$ cat config.mk
export PLATFORM = sky130hd
export DESIGN_NAME = fetch_sequencer
export DESIGN_NICKNAME = d
export VERILOG_FILES = /design/src/rtl/fetch_seq_pkg.sv /design/src/rtl/fetch_sequencer_load_use_detect.sv /design/src/rtl/fetch_sequencer.sv
export SDC_FILE = /design/constraint.sdc
export NUM_CORES = 1
export LEC_CHECK = 0
export CAP_MARGIN = 30
export CORE_MARGIN = 8
export CORE_UTILIZATION = 41
export CTS_CLUSTER_DIAMETER = 60
export DETAILED_ROUTE_END_ITERATION = 8
export PLACE_DENSITY_LB_ADDON = 0.1
export SLEW_MARGIN = 40
export SYNTH_ARGS = -nofsm -noshare
export SYNTH_HDL_FRONTEND = slang
export SYNTH_SLANG_ARGS = --single-unit
export TNS_END_PERCENT = 50
$ cat constraint.sdc
create_clock -name clk -period 2 [get_ports clk]
set_input_delay 0.6 -clock clk [delete_from_list [all_inputs] [get_ports clk]]
set_output_delay 0.6 -clock clk [all_outputs]
set_load 0.02 [all_outputs]
$ cat src/rtl/fetch_seq_pkg.sv
// Shared definitions for the fetch sequencer: FSM states, PC step and
// alignment constants, and the hard-wired zero register index.
package fetch_seq_pkg;

  typedef enum logic [1:0] {
    RUN    = 2'd0,
    LSTALL = 2'd1,
    BWAIT  = 2'd2
  } state_t;

  // Byte increment between sequential instructions.
  localparam int unsigned PC_STEP = 4;

  // Register index that never carries a dependency.
  localparam int unsigned REG_ZERO = 0;

  // Low PC bits forced to zero on a redirect (word alignment).
  localparam int unsigned PC_ALIGN_LOW = 3;

endpackage

$ cat src/rtl/fetch_sequencer_load_use_detect.sv
// Combinational load-use hazard detector: flags an instruction that reads
// the destination of the immediately preceding load.
module load_use_detect
  import fetch_seq_pkg::*;
#(
  parameter int REGW = 5
) (
  input  logic            last_load,
  input  logic [REGW-1:0] last_rd,
  input  logic            dec_valid,
  input  logic [REGW-1:0] dec_rs1,
  input  logic [REGW-1:0] dec_rs2,
  output logic            hazard
);

  // A load into the zero register produces nothing to wait for.
  always_comb begin
    hazard = last_load && (last_rd != REGW'(REG_ZERO)) && dec_valid &&
             ((dec_rs1 == last_rd) || (dec_rs2 == last_rd));
  end

endmodule

$ cat src/rtl/fetch_sequencer.sv
// Fetch sequencer: owns the PC, issues one instruction per cycle to execute,
// inserts a single bubble on load-use hazards and serialises branches.
// Optional build macro FETCH_SEQ_PERF_EN adds saturating stall/redirect
// performance counters as extra outputs.
module fetch_sequencer
  import fetch_seq_pkg::*;
#(
  parameter int              XLEN     = 32,
  parameter logic [XLEN-1:0] RESET_PC = '0,
  parameter int              REGW     = 5
) (
  input  logic            clk,
  input  logic            reset,
  input  logic            dec_valid,
  input  logic [REGW-1:0] dec_rs1,
  input  logic [REGW-1:0] dec_rs2,
  input  logic [REGW-1:0] dec_rd,
  input  logic            dec_is_load,
  input  logic            dec_is_branch,
  input  logic            br_resolve,
  input  logic            br_taken,
  input  logic [XLEN-1:0] br_target,
  output logic [XLEN-1:0] pc,
  output logic            stall,
  output logic            flush,
  output logic            issue_valid,
  output logic [XLEN-1:0] issue_pc
`ifdef FETCH_SEQ_PERF_EN
  ,
  output logic [31:0]     perf_stall_cnt,
  output logic [31:0]     perf_redirect_cnt
`endif
);

  state_t          state, next_state;
  logic [XLEN-1:0] next_pc, next_issue_pc, pc_inc, redirect_pc;
  logic            next_stall, next_flush, next_issue_valid;
  logic            last_load, next_last_load;
  logic [REGW-1:0] last_rd, next_last_rd;
  logic            hazard, accept;

  assign pc_inc      = pc + XLEN'(PC_STEP);
  assign redirect_pc = br_target & ~XLEN'(PC_ALIGN_LOW);

  load_use_detect #(.REGW(REGW)) u_hazard (
    .last_load (last_load),
    .last_rd   (last_rd),
    .dec_valid (dec_valid),
    .dec_rs1   (dec_rs1),
    .dec_rs2   (dec_rs2),
    .hazard    (hazard)
  );

  // Next-state and next-output logic; the hazard check only applies in RUN,
  // the held instruction in LSTALL is accepted unconditionally.
  always_comb begin
    next_state       = state;
    next_pc          = pc;
    next_stall       = 1'b0;
    next_flush       = 1'b0;
    next_issue_valid = 1'b0;
    next_issue_pc    = issue_pc;
    next_last_load   = last_load;
    next_last_rd     = last_rd;
    accept           = 1'b0;

    case (state)
      RUN: begin
        if (!dec_valid) begin
          next_last_load = 1'b0;
        end else if (hazard) begin
          next_stall     = 1'b1;
          next_last_load = 1'b0;
          next_state     = LSTALL;
        end else begin
          accept = 1'b1;
        end
      end
      LSTALL: begin
        if (dec_valid) accept = 1'b1;
        else           next_state = RUN;
      end
      BWAIT: begin
        if (br_resolve) begin
          next_state = RUN;
          if (br_taken) begin
            next_pc    = redirect_pc;
            next_flush = 1'b1;
          end else begin
            next_pc = pc_inc;
          end
        end
      end
      default: next_state = RUN;
    endcase

    if (accept) begin
      next_issue_valid = 1'b1;
      next_issue_pc    = pc;
      next_last_load   = dec_is_load;
      next_last_rd     = dec_rd;
      if (dec_is_branch) begin
        next_state     = BWAIT;
        next_last_load = 1'b0;
      end else begin
        next_state = RUN;
        next_pc    = pc_inc;
      end
    end
  end

  // State and output registers; reset wins over any pending branch.
  always_ff @(posedge clk) begin
    if (reset) begin
      state       <= RUN;
      pc          <= RESET_PC;
      stall       <= 1'b0;
      flush       <= 1'b0;
      issue_valid <= 1'b0;
      issue_pc    <= '0;
      last_load   <= 1'b0;
      last_rd     <= '0;
    end else begin
      state       <= next_state;
      pc          <= next_pc;
      stall       <= next_stall;
      flush       <= next_flush;
      issue_valid <= next_issue_valid;
      issue_pc    <= next_issue_pc;
      last_load   <= next_last_load;
      last_rd     <= next_last_rd;
    end
  end

`ifdef FETCH_SEQ_PERF_EN
  function automatic logic [31:0] sat_inc(input logic [31:0] v);
    return (v == 32'hFFFF_FFFF) ? v : v + 32'd1;
  endfunction

  // Stall counter covers LSTALL entries and every cycle spent in BWAIT;
  // redirect counter covers taken branch resolutions.
  always_ff @(posedge clk) begin
    if (reset) begin
      perf_stall_cnt    <= '0;
      perf_redirect_cnt <= '0;
    end else begin
      if ((state == RUN && hazard) || state == BWAIT)
        perf_stall_cnt <= sat_inc(perf_stall_cnt);
      if (state == BWAIT && br_resolve && br_taken)
        perf_redirect_cnt <= sat_inc(perf_redirect_cnt);
    end
  end
`endif

endmodule

; ---- Word-level counts from Yosys, hierarchy flattened
; Index checks and enable logic that the tools add are counted.
[totals]
regBits = 75
out_inout_bits = 67
wordCells = 57
[classes]
addsub = 1
eq_ne = 9
n_mux = 24
n_bitwise = 4
reduce_logical = 11
[op_table]
columns = operator, n
row1 = $mux 32, 5
row2 = $add 32x3->32 const B, 1
row3 = $mux 2, 6
row4 = $ne 3x3->1 const B, 4
row5 = $mux 1, 11
row6 = $eq 5x5->1, 2
row7 = $pmux 2 s3, 1
row8 = $reduce_or 3->1, 2
row9 = $reduce_bool 5->1, 1
row10 = $not 1->1, 4
row11 = $reduce_and 4->1, 1
row12 = $logic_and 1x1->1, 3
row13 = $ne 3x1->1 const B, 1
row14 = $eq 2x1->1 const B, 1
row15 = $eq 2x2->1 const B, 1
row16 = $logic_not 2->1, 1
row17 = $pmux 1 s2, 1
row18 = $reduce_and 2->1, 1
row19 = $reduce_bool 2->1, 1
row20 = $logic_or 1x1->1, 1

; ---- Logic depth before layout (Yosys ltp)
[logic_depth]
depth_word = 9
ltp_mapped = 8
depth_no_buf = 7

; ---- Modules after synthesis
; From an unflattened synthesis, not the netlist that was laid out.
[unflattened]
cells_unflattened = 438
area_unflattened_um2 = 3587.2
[by_module_without_submodules]
columns = module, n_inst, cells_each, area_per_inst_um2
row1 = fetch_sequencer, 1, 421, 3454.6
row2 = load_use_detect, 1, 17, 132.6

; ---- Least setup slack after synthesis
; OpenSTA, ideal clock, no wires.
[synth_timing]
kind = input to register
startpoint = in dec_is_branch
endpoint = reg pc[4]
arrival_ns = 2.007
t_required_ns = 1.885
slack_ns = -0.122
cell_stages = 7
n_path_buf = 2
cell_sequence = clkbuf_1 -> nor3_1 -> a21oi_1 -> a21boi_1 -> clkbuf_1 -> o22ai_1 -> a21bo_2
[synth_via]
elab_chain_cells = 2
[synth_lines]
columns = element, line_no
row1 = "start, declared", fetch_sequencer.sv:19  ; input logic dec_is_branch,
row2 = $mux 32, fetch_sequencer.sv:102  ; if (dec_is_branch) begin
row3 = $mux 32, fetch_sequencer.sv:97  ; if (accept) begin
row4 = "end signal, assigned", fetch_sequencer.sv:125  ; pc <= next_pc;
row5 = "end, declared", fetch_sequencer.sv:23  ; output logic [XLEN-1:0] pc,
; Every way passes these cells.
; A chain may end at the register's enable or synchronous reset.

; ---- Worst setup path in the final report
[layout_timing]
startpoint = reg last_rd[2]
endpoint = reg pc[10]
[layout_via]
elab_chain_cells = 8
elab_cells_between_ends = 11
[layout_lines]
columns = element, line_no
row1 = "start, declared", fetch_sequencer.sv:39  ; logic [REGW-1:0] last_rd, next_last_rd;
row2 = "start signal, assigned", fetch_sequencer.sv:131  ; last_rd <= next_last_rd;
row3 = $reduce_bool 5->1, fetch_sequencer_load_use_detect.sv:18  ; hazard = last_load && (last_rd != REGW'(REG_ZERO)) && dec_valid &&
row4 = $logic_and 1x1->1 (2 in series), fetch_sequencer_load_use_detect.sv:18
row5 = $logic_and 1x1->1 (*), fetch_sequencer_load_use_detect.sv:18
row6 = $mux 1 (*), fetch_sequencer.sv:71  ; end else if (hazard) begin
row7 = $mux 1 (*), fetch_sequencer.sv:69  ; if (!dec_valid) begin
row8 = $pmux 1 s2 (*), fetch_sequencer.sv:67  ; case (state)
row9 = $mux 32 (*), fetch_sequencer.sv:97
; Every way passes the cells marked *; elsewhere a longest branch is shown, timed or not.

==> flow_summary.yaml <==
run_status:
  outcome: "finished, violations left"
  violations: "negative setup slack"
routing:
  drt.antenna.violating_nets: 0
  first_iter_violations: 165
  vias_per_cell: 5.38
  vias: 3806
  drt-pass1-iter-count: 4
  wire_per_inst_um: 17.8
  drc: 0
  totalWireLength_mm: 12.6
grt:
  grt_pass1_wl_mm: 19.0
  grt_pass1_vias: 3858
  antenna_found_initial: 0
  grtUsageTotal_pct: 20.3
  grt_start_max_net_pins: 28
  grt_overflow: 0
timing:
  setup_viol: 23
  rsz0062_at_grt: "true"
  finalCriticalPeriod_ns: 2.14
  skew_ns: 0.0141
  max_freq_mhz: 467
  period_share_pct: 107
  slew_violations: 0
  tightestPinTransition_ns: 0.562
  finalHoldViolCount: 0
  fin_ws_ns: -0.142
  max_slew_margin_pct: 62.0
flow_run:
  maxCapViolCount: 0
worst_setup_path:
  slowest_stage: "or4_4"
  crit_fanout: 6
  worst-endpoint-required_ns: 2.26
  end_kind: "flop"
  worst_ep_arrival_time_ns: 2.40
  startpoint_type: "flop"
  path_cells: "or4_4 > o2111ai_4 > buf_6 > o21bai_4 > buf_6 > or4_4 > o31ai_2"
  max_stage_delay_ns: 0.55
  reg2regPathDepth: 7
  crit_type: "reg -> reg"
yosys:
  synth_area_leaders: "dfxtp_1 (43%), mux2i_1 (10%), nor2_1 (6.1%)"
  async_flop_share_pct: 0
  synth_area_per_cell_sq_um: 8.72
  synth.cell_area_sq_mm: 0.00353
  synth_top_area_cell: "dfxtp_1"
  ys_types: 49
  netlist_top_cells_count: "dfxtp_1 (75), nor2_1 (57), mux2i_1 (37), nand2_1 (29), a21oi_1 (25)"
  ys_seq_elements: 75
  ys_seq_area_share_pct: 42.5
  syn_nets: 460
  netlist_instances: 405
  synth_ff_type: "dfxtp_1"
  yosys_warnings: 0
  yosysMostFrequentCell: "dfxtp_1"
  synth_top_area_share_pct: 42.5
  synth_edf_count: 0
clock_network:
  cts-htree-levels: 3
  clk_latency_ns: 0.36
  cts_tree: "yes"
  cts.sinks: 75
  postCtsHoldBufs: 0
  cts_made_buffers: 9
  clk_pin_slew_ns: 0.08
  cts_root_buffer: "clkbuf_8"
  cts_buffer_depth: 2
finish:
  stdcell_area_sq_mm: 0.00602
  finalNetCount: 649
  fill_cells: 686
  diodes: 0
  area_growth_pct: 70.4
  multi_input_area_sq_mm: 0.00221
  layout-drive-gt1-share_pct: 26.0
  layout.area.seq_sq_mm: 0.00150
  utilization_pct: 70.4
hold_path:
  min_path_cells: 1
  min_path_type: "reg -> reg"
floorplanning:
  die_y_um: 109
  fp.dieArea_sq_mm: 0.0118
  io_pins: 121
  start_util_pct: 41.3
  core_area_sq_mm: 0.00855
  die_w_um: 109
  num_rows: 34
power:
  ir_worst_vdd_mv: 0.334
  leakagePower_nw: 2.55
  powerDensity_mw_per_mm2: 595
place:
  io_buffers: 118
  gp_congestion: 0.800
  hpwl_mm: 8.29
  post_dp_cell_area_sq_mm: 0.00534
## critical path: cells and delay by family, from the launching register on
family	cells	cell delay, ns
simple gates	2	1.02
compound gates	3	0.42
flops	1	0.32
buf+inv	2	0.28
## flip-flops by register name, indices dropped and copies added (netlist names)
| name | flops |
|---|---|
| last_rd | 5 |
| stall | 1 |
| last_load | 1 |
| issue_pc | 32 |
| state | 2 |
| flush | 1 |
| pc | 32 |
| issue_valid | 1 |
## layout make-up
class / instances / share of cell area [%]
clock buffers: 11 / 2.18
flip-flops and latches: 75 / 25.0
multi-input cells: 299 / 36.7
repair buffers: 199 / 32.2
well taps: 108 / 2.24
clock inverters: 5 / 1.06
inverters: 10 / 0.624
## cell families (layout without fill, tap and decap cells)
family | Yosys count | after routing | synth area share, %
and+or+nand+nor | 158 | 159 | 21.5
buffers and inverters | 32 | 225 | 3.83
DFF | 75 | 75 | 42.5
AOI/OAI and AO/OA | 87 | 87 | 17.6
muxes | 37 | 37 | 10.5
xor gates and xnor gates | 15 | 15 | 3.72
adders and majority gates | 1 | 1 | 0.354
## worst paths after layout
path / startpoint / end / slack [ns]
setup / recovery: last_rd[2] / pc[10] / -0.14
hold / removal: pc[0] / pc[0] / 0.50
setup reg to reg: last_rd[2] / pc[10] / -0.14
hold reg to reg: pc[0] / pc[0] / 0.50
## placed cells by master (no fill, tap or decap), types with 3 or more instances in the layout
master,Yosys,routed
xnor2_1,13,9
o21ai_0,14,11
nor2_1,57,57
dlygate4sd2_1,0,33
o22ai_1,8,5
clkdlybuf4s50_1,0,78
a32oi_1,8,6
inv_1,10,10
nand4_1,7,7
buf_4,0,61
and2_1,5,5
buf_6,1,8
buf_12,0,8
a21oi_1,25,15
a221o_1,11,11
a21oi_2,0,8
clkinv_4,0,3
or3_1,6,4
nand2b_1,4,3
o22ai_2,0,3
or2_2,7,7
nand3_2,0,4
xnor2_2,0,4
dfxtp_1,75,73
nand3_1,17,13
nor3_1,5,4
and3_1,10,10
clkdlybuf4s15_1,0,3
clkbuf_8,0,9
mux2i_1,37,35
nand2_1,29,29
## through the flow
stage,power [mW],hold WS (ns),setup TNS [ns],instances,worst slack [ns]
2_1_floorplan,1.91,0.448,-0.00336,405,-0.00336
3_3_place_gp,2.28,0.473,-30.54,673,-0.522
3_5_place_dp,2.29,0.485,-33.66,673,-0.578
4_1_cts,3.52,0.504,-0.909,702,-0.101
5_1_grt,3.71,0.519,-3.90,707,-0.191
6_report,3.58,0.497,-1.13,707,-0.142
## per-layer routing
| layer | wire [um] | vias to the layer above | GRT usage, % |
|---|---|---|---|
| li1 | - | 1851 | - |
| met1 | 5270 | 1812 | 24.0 |
| met2 | 6240 | 124 | 34.8 |
| met3 | 808 | 19 | 4.49 |
| met4 | 279 | 0 | 8.50 |
| met5 | 0 | - | 0 |
## power breakdown
| part | switching, mW | leakage [nW] | internal [mW] |
|---|---|---|---|
| combinational | 0.378 | 1.85 | 0.417 |
| sequential | 0.0402 | 0.608 | 1.54 |
| clock | 0.616 | 0.0937 | 0.584 |
| total | 1.03 | 2.55 | 2.55 |
## timing repair
action                                  CTS  global route
buffers inserted                         12             8
gates resized for setup                  56            60
pin swaps                                20            27
endpoints found under the setup margin   87            67
gates cloned                              3             2
hold endpoints to repair                  0             0
No activity file was read; power rests on OpenSTA's default activity.
